[config.mk]
export PLATFORM = sky130hd
export DESIGN_NAME = acc_stream_ctrl
export DESIGN_NICKNAME = d
export VERILOG_FILES = /design/src/rtl/acc_stream_ctrl_pkg.sv /design/src/rtl/acc_stream_skid.sv /design/src/rtl/acc_stream_ctrl.sv
export SDC_FILE = /design/constraint.sdc
export NUM_CORES = 1
export LEC_CHECK = 0
export CORE_UTILIZATION = 52
export CTS_BUF_LIST = sky130_fd_sc_hd__clkbuf_8
export DETAILED_ROUTE_END_ITERATION = 16
export PLACE_DENSITY = 0.88
export SYNTH_ARGS = -nofsm -noshare
export SYNTH_HDL_FRONTEND = slang
export SYNTH_SLANG_ARGS = --single-unit
[constraint.sdc]
create_clock -name clk -period 7.4 [get_ports clk]
set_clock_uncertainty 0.1 [all_clocks]
set_input_delay 0.74 -clock clk [delete_from_list [all_inputs] [get_ports clk]]
set_output_delay 0.74 -clock clk [all_outputs]
set_load 0.02 [all_outputs]
[src/rtl/acc_stream_ctrl_pkg.sv]
// acc_stream_ctrl_pkg
// Shared definitions for the accumulator stream controller:
//   - accumulator command codes driven on cmd / echoed on status
//   - default sizes (N pairs, AW address bits, DW data bits, watchdog limit)
//   - controller state encoding
package acc_stream_ctrl_pkg;

  localparam int N_DEF       = 128;
  localparam int AW_DEF      = 7;
  localparam int DW_DEF      = 16;
  localparam int TIMEOUT_DEF = 1024;

  localparam logic [3:0] CMD_IDLE = 4'd0;
  localparam logic [3:0] CMD_LOAD = 4'd1;
  localparam logic [3:0] CMD_ACC  = 4'd2;
  localparam logic [3:0] CMD_READ = 4'd3;

  typedef enum logic [2:0] {
    ST_IDLE,
    ST_ARM,
    ST_STREAM,
    ST_RD_STREAM,
    ST_FINISH
  } state_t;

endpackage

[src/rtl/acc_stream_skid.sv]
// acc_stream_skid
// One-entry skid buffer for the {addr, data_a, data_b} pair stream.
// A word arriving while the consumer cannot take it is parked here and is
// presented ahead of any newer word once the consumer frees up.
// Ports:
//   clk, reset    clock, async active-low reset
//   clr           synchronous flush (new transfer)
//   in_valid/pay  word arriving from the source RAM this cycle
//   out_ready     consumer takes out_pay at the next edge
//   out_valid/pay oldest available word (parked word first)
//   held          buffer currently occupied
module acc_stream_skid
  import acc_stream_ctrl_pkg::*;
#(
  parameter int W = AW_DEF + 2 * DW_DEF
) (
  input  logic         clk,
  input  logic         reset,
  input  logic         clr,
  input  logic         in_valid,
  input  logic [W-1:0] in_pay,
  input  logic         out_ready,
  output logic         out_valid,
  output logic [W-1:0] out_pay,
  output logic         held
);

  logic         hold_q;
  logic [W-1:0] hold_pay;

  assign held      = hold_q;
  assign out_valid = hold_q | in_valid;
  assign out_pay   = hold_q ? hold_pay : in_pay;

  always_ff @(posedge clk or negedge reset) begin
    if (!reset) begin
      hold_q   <= 1'b0;
      hold_pay <= '0;
    end else if (clr) begin
      hold_q <= 1'b0;
    end else if (hold_q) begin
      // parked word drains; a word arriving in the same cycle takes its place
      if (out_ready) begin
        hold_q   <= in_valid;
        hold_pay <= in_pay;
      end
    end else if (in_valid && !out_ready) begin
      hold_q   <= 1'b1;
      hold_pay <= in_pay;
    end
  end

endmodule

[src/rtl/acc_stream_ctrl.sv]
// acc_stream_ctrl
// Host side of the accumulator command/readin/readout interface.
// Load/accumulate (op 1/2) stream N pairs from a 1-cycle-latency source RAM
// to the accumulator; readback (op 3) drains N results into a sink RAM.
// Optional watchdog: define ACC_STREAM_TIMEOUT_EN to abort after TIMEOUT
// consecutive cycles with status != cmd; otherwise err is tied 0.
// Ports:
//   clk, reset                 clock, async active-low reset
//   start, op                  request (accepted in IDLE, op != 0)
//   busy, done, err            transfer status
//   src_en/addr, src_data_a/b  source RAM read port
//   cmd, readin, readout       accumulator control
//   addr_a/b, data_a/b         pair presented to accumulator
//   status, addr_out, data_*_out  accumulator response
//   dst_we/addr, dst_data_a/b  sink RAM write port
//
// state        | meaning
// ST_IDLE      | waiting for start
// ST_ARM       | cmd driven, waiting for status == cmd
// ST_STREAM    | fetching and presenting pairs (op 1/2)
// ST_RD_STREAM | issuing readout and writing results (op 3)
// ST_FINISH    | cmd back to 0, done pulse
module acc_stream_ctrl
  import acc_stream_ctrl_pkg::*;
#(
  parameter int N       = N_DEF,
  parameter int AW      = AW_DEF,
  parameter int DW      = DW_DEF,
  parameter int TIMEOUT = TIMEOUT_DEF
) (
  input  logic          clk,
  input  logic          reset,
  input  logic          start,
  input  logic [1:0]    op,
  output logic          busy,
  output logic          done,
  output logic          err,
  output logic          src_en,
  output logic [AW-1:0] src_addr,
  input  logic [DW-1:0] src_data_a,
  input  logic [DW-1:0] src_data_b,
  output logic [3:0]    cmd,
  output logic          readin,
  output logic          readout,
  output logic [AW-1:0] addr_a,
  output logic [AW-1:0] addr_b,
  output logic [DW-1:0] data_a,
  output logic [DW-1:0] data_b,
  input  logic [3:0]    status,
  input  logic [AW-1:0] addr_out,
  input  logic [DW-1:0] data_a_out,
  input  logic [DW-1:0] data_b_out,
  output logic          dst_we,
  output logic [AW-1:0] dst_addr,
  output logic [DW-1:0] dst_data_a,
  output logic [DW-1:0] dst_data_b
);

  localparam int              CW     = AW + 1;
  localparam int              PW     = AW + 2 * DW;
  localparam logic [CW-1:0]   N_CNT  = CW'(N);
  localparam logic [CW-1:0]   N_LAST = CW'(N - 1);

  state_t          state, state_nxt;
  logic [1:0]      op_q;
  logic [CW-1:0]   fetch_cnt, pres_cnt, wr_cnt;
  logic            pend_q, out_valid, rvalid_q;
  logic [AW-1:0]   pend_addr;
  logic [PW-1:0]   out_pay, sk_pay;
  logic            sk_valid, sk_held;
  logic            start_acc, status_ok, accept, out_free, room, timeout;
  logic [1:0]      occ;

  assign start_acc = (state == ST_IDLE) && start && (op != 2'd0);
  assign status_ok = (status == {2'b00, op_q});
  assign accept    = (state == ST_STREAM) && out_valid && status_ok;
  assign out_free  = !out_valid || accept;

  // Only fetch when the word returning next cycle is guaranteed a slot
  // (output register or skid) even if the accumulator stalls then.
  assign occ  = {1'b0, out_valid} + {1'b0, sk_held} + {1'b0, pend_q};
  assign room = occ <= (2'd1 + {1'b0, accept});

  acc_stream_skid #(.W(PW)) u_skid (
    .clk       (clk),
    .reset     (reset),
    .clr       (start_acc),
    .in_valid  (pend_q),
    .in_pay    ({pend_addr, src_data_a, src_data_b}),
    .out_ready (out_free),
    .out_valid (sk_valid),
    .out_pay   (sk_pay),
    .held      (sk_held)
  );

`ifdef ACC_STREAM_TIMEOUT_EN
  localparam int WW = $clog2(TIMEOUT + 1);
  logic [WW-1:0] wd_cnt;
  logic          err_q;
  logic          waiting;

  assign waiting = ((state == ST_ARM) || (state == ST_STREAM) || (state == ST_RD_STREAM))
                   && !status_ok;
  assign timeout = waiting && (wd_cnt == WW'(TIMEOUT - 1));
  assign err     = err_q;

  always_ff @(posedge clk or negedge reset) begin
    if (!reset) begin
      wd_cnt <= '0;
      err_q  <= 1'b0;
    end else if (start_acc) begin
      wd_cnt <= '0;
      err_q  <= 1'b0;
    end else if (timeout) begin
      wd_cnt <= '0;
      err_q  <= 1'b1;
    end else if (waiting) begin
      wd_cnt <= wd_cnt + WW'(1);
    end else begin
      wd_cnt <= '0;
    end
  end
`else
  assign timeout = 1'b0;
  assign err     = 1'b0;
`endif

  always_ff @(posedge clk or negedge reset) begin
    if (!reset) state <= ST_IDLE;
    else        state <= state_nxt;
  end

  always_comb begin
    state_nxt = state;
    case (state)
      ST_IDLE:      if (start_acc) state_nxt = ST_ARM;
      ST_ARM: begin
        if (timeout)        state_nxt = ST_FINISH;
        else if (status_ok) state_nxt = (op_q == CMD_READ[1:0]) ? ST_RD_STREAM : ST_STREAM;
      end
      ST_STREAM: begin
        if (timeout)                            state_nxt = ST_FINISH;
        else if (accept && pres_cnt == N_LAST)  state_nxt = ST_FINISH;
      end
      ST_RD_STREAM: begin
        if (timeout)                            state_nxt = ST_FINISH;
        else if (rvalid_q && wr_cnt == N_LAST)  state_nxt = ST_FINISH;
      end
      ST_FINISH:    state_nxt = ST_IDLE;
      default:      state_nxt = ST_IDLE;
    endcase
  end

  always_comb begin
    busy       = 1'b0;
    done       = 1'b0;
    cmd        = CMD_IDLE;
    readin     = 1'b0;
    readout    = 1'b0;
    src_en     = 1'b0;
    src_addr   = '0;
    dst_we     = 1'b0;
    dst_addr   = '0;
    dst_data_a = '0;
    dst_data_b = '0;
    case (state)
      ST_ARM: begin
        busy = 1'b1;
        cmd  = {2'b00, op_q};
      end
      ST_STREAM: begin
        busy     = 1'b1;
        cmd      = {2'b00, op_q};
        readin   = accept;
        src_en   = status_ok && (fetch_cnt != N_CNT) && room;
        src_addr = src_en ? fetch_cnt[AW-1:0] : '0;
      end
      ST_RD_STREAM: begin
        busy    = 1'b1;
        cmd     = {2'b00, op_q};
        readout = status_ok && (fetch_cnt != N_CNT);
        dst_we  = rvalid_q;
        if (rvalid_q) begin
          dst_addr   = addr_out;
          dst_data_a = data_a_out;
          dst_data_b = data_b_out;
        end
      end
      ST_FINISH:    done = 1'b1;
      default: ;
    endcase
  end

  always_ff @(posedge clk or negedge reset) begin
    if (!reset) begin
      op_q      <= 2'd0;
      fetch_cnt <= '0;
      pres_cnt  <= '0;
      wr_cnt    <= '0;
      pend_q    <= 1'b0;
      pend_addr <= '0;
      out_valid <= 1'b0;
      out_pay   <= '0;
      rvalid_q  <= 1'b0;
    end else if (start_acc) begin
      op_q      <= op;
      fetch_cnt <= '0;
      pres_cnt  <= '0;
      wr_cnt    <= '0;
      pend_q    <= 1'b0;
      out_valid <= 1'b0;
      rvalid_q  <= 1'b0;
    end else begin
      pend_q <= src_en;
      if (src_en) pend_addr <= fetch_cnt[AW-1:0];
      // fetch counter doubles as readout request counter in readback
      if (src_en || readout) fetch_cnt <= fetch_cnt + CW'(1);
      if (out_free) begin
        out_valid <= sk_valid;
        if (sk_valid) out_pay <= sk_pay;
      end
      if (accept) pres_cnt <= pres_cnt + CW'(1);
      rvalid_q <= readout;
      if (dst_we) wr_cnt <= wr_cnt + CW'(1);
    end
  end

  assign addr_a = out_pay[PW-1 -: AW];
  assign addr_b = out_pay[PW-1 -: AW];
  assign data_a = out_pay[2*DW-1 -: DW];
  assign data_b = out_pay[DW-1:0];

endmodule
# After elaboration in Yosys (flattened, before gate mapping)
# Index checks and enable logic that the tools add are counted.
# totals
register_bits	118
in_bits	80
output_inout_bits	103
elab_cells	99
# classes
add_sub_neg	6
order_cmp	1
n_eq_ne	14
muxes	39
bitwise_logic	2
n_reduce_logical	25
# op_table
op	count
$mux 39	4
$mux 16	4
$mux 8	6
$mux 7	4
$add 8x1->8 const B	3
$eq 8x7->1 const B	2
$mux 1	15
$mux 3	4
$pmux 3 s4	1
$reduce_bool 2->1	6
$logic_and 1x1->1	9
$ne 8x8->1 const B	1
$eq 3x2->1 const B	2
$ne 2x2->1 const B	3
$reduce_and 3->1	2
$eq 4x2->1	1
$ne 2x1->1 const B	2
$reduce_and 4->1	1
$eq 3x1->1 const B	1
$eq 3x3->1 const B	1
$logic_not 3->1	1
$reduce_or 3->1	1
$add 1x1->2	1
$add 1x1->2 const A	1
9 further kinds	11

# Longest topological paths before layout
# logic_depth
depth_word	10
mapped_depth	10

# Cells and area by module
# A second synthesis with hierarchy kept.
# unflattened
cells_unflattened	692
area_unflattened_um2	7317.0
# modules_own_cells
mod	n_inst	cells_each	area_per_inst_um2	seq_area_each_um2
acc_stream_ctrl	1	362	4159.0	1951.9
acc_stream_skid	1	330	3158.0	1001.0

# Worst setup path after synthesis
# Ideal clock, no wire load.
# synth_timing
path_kind	input -> output
startpoint	input status[3]
endpoint	output src_addr[0]
t_arrival_ns	3.075
t_required_ns	6.560
slack_ns	3.485
path_stages	10
cell_sequence	or2_2 > nor4_4 > nand2_1 > ha_1 > nor2b_1 > o21ai_0 > and3_1 > clkbuf_1 > buf_2 > and2_1
# synth_between
elab_chain_cells	7
# synth_rtl
item	line_no	source
start, declared	acc_stream_ctrl.sv:49	input logic [3:0] status,
$eq 4x2->1 *	acc_stream_ctrl.sv:75	assign status_ok = (status == {2'b00, op_q});
$logic_and 1x1->1	acc_stream_ctrl.sv:76	assign accept = (state == ST_STREAM) && out_valid && status_ok;
$add 1x1->2	acc_stream_ctrl.sv:82	assign room = occ <= (2'd1 + {1'b0, accept});
$le 2x2->1	acc_stream_ctrl.sv:82	
$logic_and 1x1->1 *	acc_stream_ctrl.sv:175	src_en = status_ok && (fetch_cnt != N_CNT) && room;
$mux 7 *	acc_stream_ctrl.sv:176	src_addr = src_en ? fetch_cnt[AW-1:0] : '0;
$mux 7 *	acc_stream_ctrl.sv:166	case (state)
end, declared	acc_stream_ctrl.sv:39	output logic [AW-1:0] src_addr,
# Mark *: on every way between the ends. The rest lies on a longest branch, timed or not.

# Final worst setup path
# layout_timing
startpoint	input status[0]
endpoint	output src_addr[5]
# Same word-level chain as after synthesis.

==> metrics.csv <==
metric,value,unit
status,completed,
Worst Path Required,6.56,ns
grt peak-use layer,met2,
Post-synth top flop,dfrtp_1,
Final nets,778,
Post-synth EDFFs,0,
R2R Setup Slk,3.79,ns
final worst path period share,68.0,%
"commonest non-fill, non-tap cell in the layout",clkdlybuf4s50_1,
Max Slew Vio Count,0,
Tightest Pin Transition,1.02,ns
"Gates resized, CTS repair",0,
Hold Crit Class,input port to async pin,
Tmin final,5.03,ns
DP Worst Slack,2.38,ns
maxcap violations,0,
Mapped Area,0.00573,mm2
placed insts,808,
Crit Path Max Fanout,15,
share of cells above drive strength 1,12.9,%
DIE WIDTH,107,um
ys async rst share,100,%
die height,107,um
routed length per placed instance,15.5,um
RSZ-0062 raised after global routing,no,
hold-fix buffers at CTS,0,
Worst Setup End Kind,output pin,
initial DRC count,164,
n_diodes,0,
setup bufs post-CTS,0,
Worst-Skew Late Latency,0.42,ns
Unique masters post-synth,44,
placed inst area,0.00754,mm2
sequential area share after synthesis,51.6,%
crit path DAT,4.19,ns
worst rel slew slack,31.7,%
crit path from,status[0],
Vias/cell,5.33,
Synth Register Bits,118,
Num CTS Buffers,17,
Rows,37,
worst hold slack,0.230,ns
DR DRC count,0,
Num Clock Sinks,118,
Ys Warns,0,
H-Tree Level Count,4,
first-pass GRT wire length,21600,um
Worst Slack Setup Final,2.37,ns
All-Layer GR Usage,24.3,%
met2 Track Usage GR,42.7,%
Reg area,0.00295,mm2
design area,0.00794,mm2
startpoint types,input port,
die area,0.0114,mm2
crit path kind,input port to output pin,
M1 GR Usage,29.0,%
vias in the first global route,4543,
Max VDD drop,0.188,mV
# setup viols final,0,
area occupied by multi-input gates,0.00256,mm2
drt pass-1 iters,5,
Reg2Reg Launch Point,state[2]$_DFFE_PN0P_,
total gr overflow,0,
clock buffer depth,2,
M3 GR Usage,4.68,%
CTS Root Cell,clkbuf_8,
pwr/cell area,282,mW/mm2
Gate Count Post-Synth,522,
# IOs,183,
Vias,4478,
P&R area growth vs syn,38.7,%
"Avg Cell Area, Syn",11.0,um2
Fmax achieved,199,MHz
final antenna-violating net count,0,
TNS Setup,0,ns
# port buffers,179,
CTS tree,yes,
WL final,13000,um
Final GP Congestion,0.862,
clock transition at the registers of the reported paths,0.07,ns
"Hold Vio Cnt, Final",0,
FILL cells,695,
largest net degree at the start of global routing,79,
"commonest cells after routing, fill and taps aside","178 x clkdlybuf4s50_1, 117 x dfrtp_1, 63 x nor2_1",
Initial Util,54.5,%
dpl hpwl,9330,um
core outline area,0.0105,mm2
P_leak,0.00346,uW
initial antenna violation count,0,
Layout Cells excl Fill,840,
==> stage by stage <==
| stage | total power (uW) | util, % |
|---|---|---|
| global placement | 1640 | 71.7 |
| floorplan | 1280 | - |
| CTS | 2260 | 75.5 |
| detailed placement | 1670 | 71.7 |
| finish | 2240 | 75.5 |
| global route | 2360 | 75.5 |
==> worst max-delay path, stage by stage <==
cell and delay (ns):
clkdlybuf4s50_1 0.42, xor2_1 0.23, nor4_4 0.43, nand2_1 0.30
ha_1 0.41, nor2b_1 0.15, o21ai_0 0.18, and3_1 0.53
and2_1 0.20, clkdlybuf4s50_1 0.60
==> layer usage <==
layer / wire (um) / up-vias
li1: - / 2115
met1: 5290 / 2190
met2: 6980 / 149
met3: 522 / 24
met4: 256 / 0
met5: 0 / -
==> registers in the layout, summed over array words and instances (netlist names) <==
signal	flops
out_pay	39
u_skid.hold_pay	39
fetch_cnt	8
pres_cnt	8
wr_cnt	8
pend_addr	7
state	3
op_q	2
out_valid	1
pend_q	1
rvalid_q	1
u_skid.held	1
==> synth_stat cells, drive strengths merged, types with 2 or more instances <==
master / instances / area share, %
nor4: 2 / 0.48
or4: 2 / 0.26
nand4: 7 / 0.76
ha: 6 / 1.3
nand3: 10 / 0.87
o21a: 2 / 0.26
clkbuf: 13 / 0.85
and3: 9 / 0.98
inv: 6 / 0.39
mux2i: 43 / 7.5
a21oi: 47 / 4.2
buf: 23 / 2.9
xnor2: 2 / 0.31
or3: 6 / 0.66
nor3: 7 / 0.70
nand2: 21 / 1.4
and2: 49 / 5.4
mux2: 46 / 9.7
o211ai: 2 / 0.26
nor2: 63 / 4.1
o21ai: 9 / 0.79
dfrtp: 118 / 52
nand2b: 4 / 0.44
nor2b: 2 / 0.22
xor2: 12 / 1.8
==> logic make-up (layout without fill, tap and decap cells) <==
group                    Yosys count  count (layout)  synth area share [%]
flip-flops                       118             118                  51.6
multiplexers                      89              89                  17.2
buffers and inverters             42             222                  4.13
other                              1               3                0.0655
adder cells (fa/ha/maj)            7               7                  1.66
AND/OR/NAND/NOR                  185             185                  16.7
AO/OA/AOI/OAI                     66              66                  6.51
XOR/XNOR                          14              14                  2.14
==> where the power goes <==
group	total (uW)	internal, uW	switching (uW)
combinational	775	372	403
sequential	886	780	106
clock	580	325	255
total	2240	1480	765
==> final timing paths <==
check,to,cells after the start
max,src_addr[5],10
min,out_pay[24]$_DFFE_PN0P_,1
max reg2reg,fetch_cnt[3]$_DFFE_PN0P_,9
min reg2reg,u_skid.hold_pay[25]$_DFFE_PN0P_,1
max in group asynchronous,u_skid.held$_DFF_PN0_,2
min in group clk,u_skid.hold_pay[25]$_DFFE_PN0P_,1
==> area by class of cell <==
cell class	instances	share of cell area, %
multi-input combinational	364	32.3
sequential	118	37.2
inverter	6	0.284
clock buffer	20	3.47
clock inverter	12	1.61
tap	136	2.14
timing repair buffer	184	23.0
No activity file was read; power rests on OpenSTA's default activity.
